### src/rtl/majority_vote_controller_if.sv
`default_nettype none
// ---------------------------------------------------------------------------
// majority_vote_controller_if : voter-side and result-side signals of one round
// Rev 1.0
// ---------------------------------------------------------------------------
interface majority_vote_controller_if #(
   parameter int N = 4
);
   localparam int CW = $clog2(N + 1);

   logic          i_start;
   logic [N-1:0]  i_vote_valid;
   logic [N-1:0]  i_vote_val;
   logic [N-1:0]  o_vote_ack;
   logic          o_busy;
   logic          o_done;
   logic          o_out;
   logic          o_equal;
   logic [CW-1:0] o_ones_cnt;
   logic [N-1:0]  o_voted_mask;
   logic          o_timed_out;

   modport master (
      output i_start, i_vote_valid, i_vote_val,
      input  o_vote_ack, o_busy, o_done, o_out, o_equal, o_ones_cnt, o_voted_mask, o_timed_out
   );

   modport slave (
      input  i_start, i_vote_valid, i_vote_val,
      output o_vote_ack, o_busy, o_done, o_out, o_equal, o_ones_cnt, o_voted_mask, o_timed_out
   );
endinterface
`default_nettype wire

### src/rtl/majority_vote_controller.sv
`default_nettype none
// ---------------------------------------------------------------------------
// majority_vote_controller : collects one vote per voter, registers majority.
// Optional forced close after TO_CYC collect cycles when VOTE_TIMEOUT_EN is defined.
// Rev 1.0
// ---------------------------------------------------------------------------
module majority_vote_controller #(
   parameter int N      = 4,
   parameter int TO_CYC = 16
) (
   input  wire logic                  clk,
   input  wire logic                  rst_n,
   majority_vote_controller_if.slave  bus
);
   localparam int CW = $clog2(N + 1);

   typedef enum logic [1:0] {
      S_IDLE    = 2'd0,
      S_COLLECT = 2'd1,
      S_DECIDE  = 2'd2
   } state_t;

   state_t        r_state;
   state_t        w_state_nxt;
   logic [N-1:0]  r_votes;
   logic [N-1:0]  r_mask;
   logic [N-1:0]  r_ack;
   logic          r_done;
   logic          r_out;
   logic          r_equal;
   logic          r_timed_out;
   logic [CW-1:0] r_ones;
   logic [N-1:0]  w_acc;
   logic [N-1:0]  w_mask_nxt;
   logic          w_full;
   logic          w_to_hit;
   logic [CW-1:0] w_ones;
   logic [CW-1:0] w_voted;
   logic [CW-1:0] w_zeros;

   function automatic logic [CW-1:0] popcnt(input logic [N-1:0] v);
      logic [CW-1:0] c;
      c = '0;
      for (int i = 0; i < N; i++) c = c + CW'(v[i]);
      return c;
   endfunction

   assign w_acc      = (r_state == S_COLLECT) ? (bus.i_vote_valid & ~r_mask) : '0;
   assign w_mask_nxt = r_mask | w_acc;
   assign w_full     = &w_mask_nxt;

   // Absent voters are masked out, so a timed-out round only weighs cast votes
   assign w_ones  = popcnt(r_votes & r_mask);
   assign w_voted = popcnt(r_mask);
   assign w_zeros = w_voted - w_ones;

`ifdef VOTE_TIMEOUT_EN
   localparam int c_TW = (TO_CYC > 1) ? $clog2(TO_CYC) : 1;
   logic [c_TW-1:0] r_to_cnt;

   assign w_to_hit = (r_state == S_COLLECT) && (r_to_cnt == c_TW'(TO_CYC - 1));

   always_ff @(posedge clk or negedge rst_n) begin
      if (!rst_n) begin
         r_to_cnt <= '0;
      end else if (r_state == S_IDLE && bus.i_start) begin
         r_to_cnt <= '0;
      end else if (r_state == S_COLLECT) begin
         r_to_cnt <= r_to_cnt + c_TW'(1);
      end
   end
`else
   // No forced close: TO_CYC only sanity-gates a constant-false hit
   assign w_to_hit = 1'b0 & (TO_CYC > 0);
`endif

   always_ff @(posedge clk or negedge rst_n) begin
      if (!rst_n) r_state <= S_IDLE;
      else        r_state <= w_state_nxt;
   end

   always_comb begin
      w_state_nxt = r_state;
      case (r_state)
         S_IDLE:    if (bus.i_start) w_state_nxt = S_COLLECT;
         S_COLLECT: if (w_full || w_to_hit) w_state_nxt = S_DECIDE;
         S_DECIDE:  w_state_nxt = S_IDLE;
         default:   w_state_nxt = S_IDLE;
      endcase
   end

   always_ff @(posedge clk or negedge rst_n) begin
      if (!rst_n) begin
         r_votes     <= '0;
         r_mask      <= '0;
         r_ack       <= '0;
         r_done      <= 1'b0;
         r_out       <= 1'b0;
         r_equal     <= 1'b0;
         r_ones      <= '0;
         r_timed_out <= 1'b0;
      end else begin
         r_ack  <= w_acc;
         r_done <= 1'b0;
         case (r_state)
            S_IDLE: begin
               if (bus.i_start) begin
                  r_votes     <= '0;
                  r_mask      <= '0;
                  r_timed_out <= 1'b0;
               end
            end
            S_COLLECT: begin
               r_votes <= (r_votes & ~w_acc) | (bus.i_vote_val & w_acc);
               r_mask  <= w_mask_nxt;
               if (w_to_hit && !w_full) r_timed_out <= 1'b1;
            end
            S_DECIDE: begin
               r_ones  <= w_ones;
               r_equal <= (w_ones == w_zeros);
               r_out   <= (w_ones > w_zeros);
               r_done  <= 1'b1;
            end
            default: begin
            end
         endcase
      end
   end

   assign bus.o_vote_ack   = r_ack;
   assign bus.o_busy       = (r_state != S_IDLE);
   assign bus.o_done       = r_done;
   assign bus.o_out        = r_out;
   assign bus.o_equal      = r_equal;
   assign bus.o_ones_cnt   = r_ones;
   assign bus.o_voted_mask = r_mask;
   assign bus.o_timed_out  = r_timed_out;
endmodule
`default_nettype wire

### src/flat_wrapper.sv
// flat-port wrapper written by rule: the top's interface ports become plain ports
module majority_vote_controller_flat 
#(
   parameter int N      = 4,
   parameter int TO_CYC = 16
)
  (clk, rst_n, bus_i_start, bus_i_vote_valid, bus_i_vote_val, bus_o_vote_ack, bus_o_busy, bus_o_done, bus_o_out, bus_o_equal, bus_o_ones_cnt, bus_o_voted_mask, bus_o_timed_out);
  majority_vote_controller_if #(.N(N)) bus_i ();
  input  wire logic clk;
  input  wire logic rst_n;
  input wire logic [$bits(bus_i.i_start)-1:0] bus_i_start;
  input wire logic [$bits(bus_i.i_vote_valid)-1:0] bus_i_vote_valid;
  input wire logic [$bits(bus_i.i_vote_val)-1:0] bus_i_vote_val;
  output wire logic [$bits(bus_i.o_vote_ack)-1:0] bus_o_vote_ack;
  output wire logic [$bits(bus_i.o_busy)-1:0] bus_o_busy;
  output wire logic [$bits(bus_i.o_done)-1:0] bus_o_done;
  output wire logic [$bits(bus_i.o_out)-1:0] bus_o_out;
  output wire logic [$bits(bus_i.o_equal)-1:0] bus_o_equal;
  output wire logic [$bits(bus_i.o_ones_cnt)-1:0] bus_o_ones_cnt;
  output wire logic [$bits(bus_i.o_voted_mask)-1:0] bus_o_voted_mask;
  output wire logic [$bits(bus_i.o_timed_out)-1:0] bus_o_timed_out;
  assign bus_i.i_start = bus_i_start;
  assign bus_i.i_vote_valid = bus_i_vote_valid;
  assign bus_i.i_vote_val = bus_i_vote_val;
  assign bus_o_vote_ack = bus_i.o_vote_ack;
  assign bus_o_busy = bus_i.o_busy;
  assign bus_o_done = bus_i.o_done;
  assign bus_o_out = bus_i.o_out;
  assign bus_o_equal = bus_i.o_equal;
  assign bus_o_ones_cnt = bus_i.o_ones_cnt;
  assign bus_o_voted_mask = bus_i.o_voted_mask;
  assign bus_o_timed_out = bus_i.o_timed_out;
  majority_vote_controller #(.N(N), .TO_CYC(TO_CYC)) u_core (.clk(clk), .rst_n(rst_n), .bus(bus_i));
endmodule
### config.mk
export PLATFORM = sky130hd
export DESIGN_NAME = majority_vote_controller_flat
export DESIGN_NICKNAME = d
export VERILOG_FILES = /design/src/rtl/majority_vote_controller_if.sv /design/src/rtl/majority_vote_controller.sv /design/src/flat_wrapper.sv
export SDC_FILE = /design/constraint.sdc
export NUM_CORES = 1
export LEC_CHECK = 0
export CAP_MARGIN = 0
export CORE_UTILIZATION = 25
export CTS_CLUSTER_SIZE = 10
export DETAILED_ROUTE_END_ITERATION = 6
export DONT_BUFFER_PORTS = 1
export PLACE_DENSITY = 0.41
export SETUP_SLACK_MARGIN = 0.3
export SLEW_MARGIN = 20
export SYNTH_ARGS = -nofsm -noshare
export SYNTH_HDL_FRONTEND = slang
export SYNTH_SLANG_ARGS = --single-unit
### constraint.sdc
create_clock -name clk -period 4.4 [get_ports clk]
set_input_delay 0.66 -clock clk [delete_from_list [all_inputs] [get_ports clk]]
set_output_delay 0.66 -clock clk [all_outputs]
set_load 0.05 [all_outputs]
**Word-level counts from Yosys, hierarchy flattened**

Cells that the tools add are included.

- Register bits after elaboration: 20
- Output and inout port bits: 16
- Logic and storage cells: 43
- Bits of input ports: 11

- Magnitude comparators: 1
- Equality and inequality tests: 5
- Add/sub/neg operators: 7
- Bitwise operators: 8
- Multiplexer cells: 8
- Reductions and logical operators: 6

Operator list:

| cell | number |
|---|---|
| $and A4 B4 Y4 | 4 |
| $pmux W4 S2 | 2 |
| $add A3 B1 Y3 | 4 |
| $mux W4 | 2 |
| $not A4 Y4 | 2 |
| $or A4 B4 Y4 | 2 |
| $add A1 B1 Y2 | 2 |
| $mux W2 | 2 |
| $pmux W2 S2 | 1 |
| $reduce_and A2 Y1 | 2 |
| $reduce_and A4 Y1 | 1 |
| $reduce_bool A2 Y1 | 2 |
| $eq A3 B3 Y1 | 1 |
| $gt A3 B3 Y1 | 1 |
| $sub A3 B3 Y3 | 1 |
| $eq A2 B1 Y1 const B | 1 |
| $eq A2 B2 Y1 const B | 1 |
| $logic_not A2 Y1 | 1 |
| $ne A2 B1 Y1 const B | 1 |
| $ne A2 B2 Y1 const B | 1 |
| $mux W1 | 1 |

**Logic depth before layout (Yosys ltp)**

- Word-level depth: 7
- Depth in mapped cells: 16
- Gate-level depth less buffers: 16

**Worst setup path after synthesis**

OpenSTA, ideal clock, no wires.

- Path kind: reg2reg
- Start: register u_core.r_mask[0], in the netlist u_core.bus.o_voted_mask[0]
- End: register u_core.r_out, in the netlist u_core.bus.o_out
- Path slack: 0.706 ns
- Arrival time: 3.573 ns
- Setup time: 0.121 ns
- Cell stages (with the launch flop): 17
- Required time: 4.279 ns
- Buffers on the path: 0
- Clock period less this slack: 3.694 ns
- Cell sequence: dfrtp_1 -> and2_1 -> ha_1 -> inv_1 -> fa_1 -> inv_1 -> ha_1 -> inv_1 -> fa_1 -> inv_1 -> fa_1 -> xor2_1 -> xnor2_1 -> ha_1 -> nand3_1 -> nor2b_1 -> a22o_1

- Longest elaborated chain between the ends: 6
- Elaborated cells on any way between the ends: 9
- Those cells by class: add/sub (7); order compare (1); bitwise (1)

RTL lines:

| item | line | source |
|---|---|---|
| start, declared | majority_vote_controller.sv:26 | `logic [N-1:0] r_mask;` |
| start signal, assigned | majority_vote_controller.sv:115 | `r_mask <= w_mask_nxt;` |
| $and A4 B4 Y4 (*) | majority_vote_controller.sv:53 | `assign w_ones = popcnt(r_votes & r_mask);` |
| $add A1 B1 Y2 (*) | majority_vote_controller.sv:44 | `for (int i = 0; i < N; i++) c = c + CW'(v[i]);` |
| $add A3 B1 Y3 (*) (2 in a row) | majority_vote_controller.sv:44 |  |
| via u_core.w_ones[0] | majority_vote_controller.sv:37 | `logic [CW-1:0] w_ones;` |
| $sub A3 B3 Y3 | majority_vote_controller.sv:55 | `assign w_zeros = w_voted - w_ones;` |
| $gt A3 B3 Y1 (*) | majority_vote_controller.sv:121 | `r_out <= (w_ones > w_zeros);` |
| end signal, assigned | majority_vote_controller.sv:121 |  |
| end, declared | majority_vote_controller.sv:29 | `logic r_out;` |

Mark *: on every way through the listed nets, which the timed path passes. The rest lies on a longest branch.
A chain may end at the register's enable or synchronous reset.

**Worst setup path in the final report**

- Start: register u_core.r_mask[2], in the netlist u_core.bus.o_voted_mask[2]
- End: register u_core.r_out, in the netlist u_core.bus.o_out

- Longest elaborated chain between the ends: 5
- Elaborated cells on any way between the ends: 7
- Those cells by class: add/sub (5); order compare (1); bitwise (1)

RTL lines:

| item | line |
|---|---|
| $and A4 B4 Y4 (*) | majority_vote_controller.sv:53 |
| $add A3 B1 Y3 (*) (2 in a row) | majority_vote_controller.sv:44 |
| via u_core.w_ones[0] | majority_vote_controller.sv:37 |
| $sub A3 B3 Y3 | majority_vote_controller.sv:55 |
| $gt A3 B3 Y1 (*) | majority_vote_controller.sv:121 |

Marked as above.

==> metrics.txt <==
area grow syn2layout 12.71%; share of the synthesized area in the top cell type 44.59%; setup bufs post-CTS 0; Worst EP arrival 3.73 ns; cell area after layout 0.001265 sq mm; layout cell share with drive strength beyond 1 16.36%; Die X 69 um; yosys warns 0; first-pass GRT wire length 3939 um; Post-CTS Resized 0; Post-Synthesis Cells 106; Worst-Skew Late Latency 0.27 ns; CP max stage delay 0.75 ns; post-synthesis sequential area ratio 44.59%; # DRC 0; Clock Tree Buf Depth 2; max_cap viols 0; CP Capture Point u_core.bus.o_out; H-tree Lvls 1; RSZ-0062 raised after global routing no; Crit Path Class reg2reg; WL per Instance 14.16 um; Final nets 133; root buffer cell clkbuf_8; global placement routability congestion 0.7772; crit path launch type flip-flop; largest family of logic cells by synthesized area simple AND/OR/NAND/NOR gates; Core ar. 0.004324 sq mm; post-synthesis compound-gate area fraction 12.04%; post-DP HPWL 1820 um; Worst-Margin Slew 0.6326 ns; syn nets 128; status completed; HP Class in2async; CTS Sinks 20; clk slew on worst S/H paths 0.08 ns; most frequent cell after synthesis dfrtp_1; Antenna Nets Post-Route 0; worst r2r path cells 14; CP Launch Point u_core.bus.o_voted_mask[2]; final worst-path cycle share 81.35%; Yosys cell types 26; GRT Total Usage 10.85%; Num CTS Buffers 3; Area after DPL 0.001194 sq mm; xor and xnor area share after synthesis 1.561%; skew final 0.01274 ns; number of synthesized flops with an enable pin 0; Slowest-stage cell, CP dfrtp_1; leading post-synthesis cells by cell area dfrtp_1 (45%), ha_1 (8.9%), fa_1 (5.4%), nand2b_4 (4.9%), a21oi_1 (4.5%); Die H 69 um; setup slack, reg-to-reg 0.82 ns; final setup margin 0.8206 ns; num rows 24; Post-synth ARST share 100.0%; worst hold margin 0.07823 ns; via count 733; Mapped Area 0.001122 sq mm; Yosys reg bits 20; final-report hold violation count 0; Setup TNS 0 ns; Detailed Routing Iterations Pass 1 3; fmax 0.2794 GHz; crit-path max FO 7; Setup violations, final 0; antenna violations before repair 0; Routed WL 2294 um; total gr overflow 0; vias in the first global route 806; endpoint class of the critical path flip-flop; area leader, netlist dfrtp_1; Post-Synth Adder-Cell Area 14.27%; DR iter-0 viols 28; largest net degree at the start of global routing 21; Mean Syn Cell Area 10.59 sq um; R2R Path Start u_core.bus.o_voted_mask[2]; critical path, cell by cell nand2_1 -> fa_1 -> inv_1 -> ha_1 -> inv_1 -> fa_1 -> inv_1 -> fa_1 -> xor2_1 -> xnor2_1 -> ha_1 -> nand3_1 -> nor2b_1 -> a22o_1; Final min period 3.579 ns; Main synth FF type dfrtp_1; IO Pins 27; via/cell ratio 4.525; critical path required time 4.55 ns; RR Endpoint u_core.bus.o_out; hold buffers post-CTS 0; Post-Synth Simple-Gate Area 16.72%; Initial Util 25.95%; post-synthesis mux area share 5.686%; ANT cells 0; Slew Limit Fails 0; synth cell count leaders dfrtp_1 (20), a21oi_1 (10), inv_1 (10); pre-CTS setup slack 0.8177 ns; Relative slew margins 57.83%; TritonCTS clock tree yes; I/O Buffers 0; Die Area 0.004761 sq mm
==> final cells by class <==
cell class                      instances  area [sq um]
Fill cell                             465          3059
Clock buffer                            3         41.29
Sequential cell                        20         500.5
Clock inverter                          1         30.03
Inverter                               10         37.54
Tap cell                               52         65.06
Multi-Input combinational cell         73         568.0
Timing Repair Buffer                    3         22.52
==> cells by family after synthesis <==
kind of cell / after synthesis
AND/OR/NAND/NOR: 32
multiplexers: 5
flip-flops: 20
adder cells (fa/ha/maj): 11
XOR/XNOR: 2
AO/OA/AOI/OAI: 22
other: 1
buffers and inverters: 13
==> worst min path at each step <==
stage,startpoint,endpoint,slack (ns),depth (start not counted)
6_report,rst_n,u_core.bus.o_voted_mask[2],0.08,0
4_1_cts,rst_n,u_core.bus.o_voted_mask[0],0.07,0
3_3_place_gp,rst_n,u_core.bus.o_out,0.36,0
2_1_floorplan,rst_n,u_core.bus.o_done,0.36,0
5_1_grt,rst_n,u_core.bus.o_voted_mask[2],0.06,0
3_5_place_dp,rst_n,u_core.bus.o_out,0.36,0
==> flip-flops by register name, summed over array words and instances (netlist names) <==
| name | cells |
|---|---|
| u_core.bus.o_vote_ack | 4 |
| u_core.bus.o_voted_mask | 4 |
| u_core.r_votes | 4 |
| u_core.bus.o_ones_cnt | 3 |
| u_core.r_state | 2 |
| u_core.bus.o_done | 1 |
| u_core.bus.o_equal | 1 |
| u_core.bus.o_out | 1 |
==> critical path, delay by kind of cell (launching register included) <==
family	cells	cell delay, ns
buffers and inverters	3	0.18
XOR/XNOR	2	0.29
AND/OR/NAND/NOR	3	0.37
flip-flops	1	0.75
AO/OA/AOI/OAI	1	0.20
adder cells (fa/ha/maj)	5	1.66
==> stage by stage <==
step	utilization [%]	instances
5_1_grt	29.25	162
3_3_place_gp	27.60	158
2_1_floorplan	-	106
6_report	29.25	162
4_1_cts	29.25	162
3_5_place_dp	27.60	158
==> layer usage <==
metal  wire length [um]  track usage, %  vias up  part of all wire, %
met5                  0               0        -                    0
met4                 27           3.401        0                  1.2
met3                153           4.825        5                  6.7
met2               1139           18.34       22                   50
met1                974           12.18      349                   42
li1                   -               -      357                    -
==> cells in the final DEF (no fill, tap or decap) <==
cell and n:
a22o_1 5, nor3_1 1, nand2b_4 4, o21ai_2 1
ha_1 8, buf_4 3, xor2_1 1, conb_1 1
clkbuf_8 3, xnor2_1 1, mux2_4 2, fa_1 3
inv_1 10, dfrtp_1 20, or2_2 1, nand2_1 7
nor2_1 9, nor2b_1 5, o22ai_1 2, o21ai_0 4
nand2b_1 2, and2_1 2, nand3_1 1, mux2_2 3
bufinv_16 1, a21oi_1 10
Power is not shown: default switching activity piles up to over one toggle a cycle in this logic, so the estimate is an artifact.
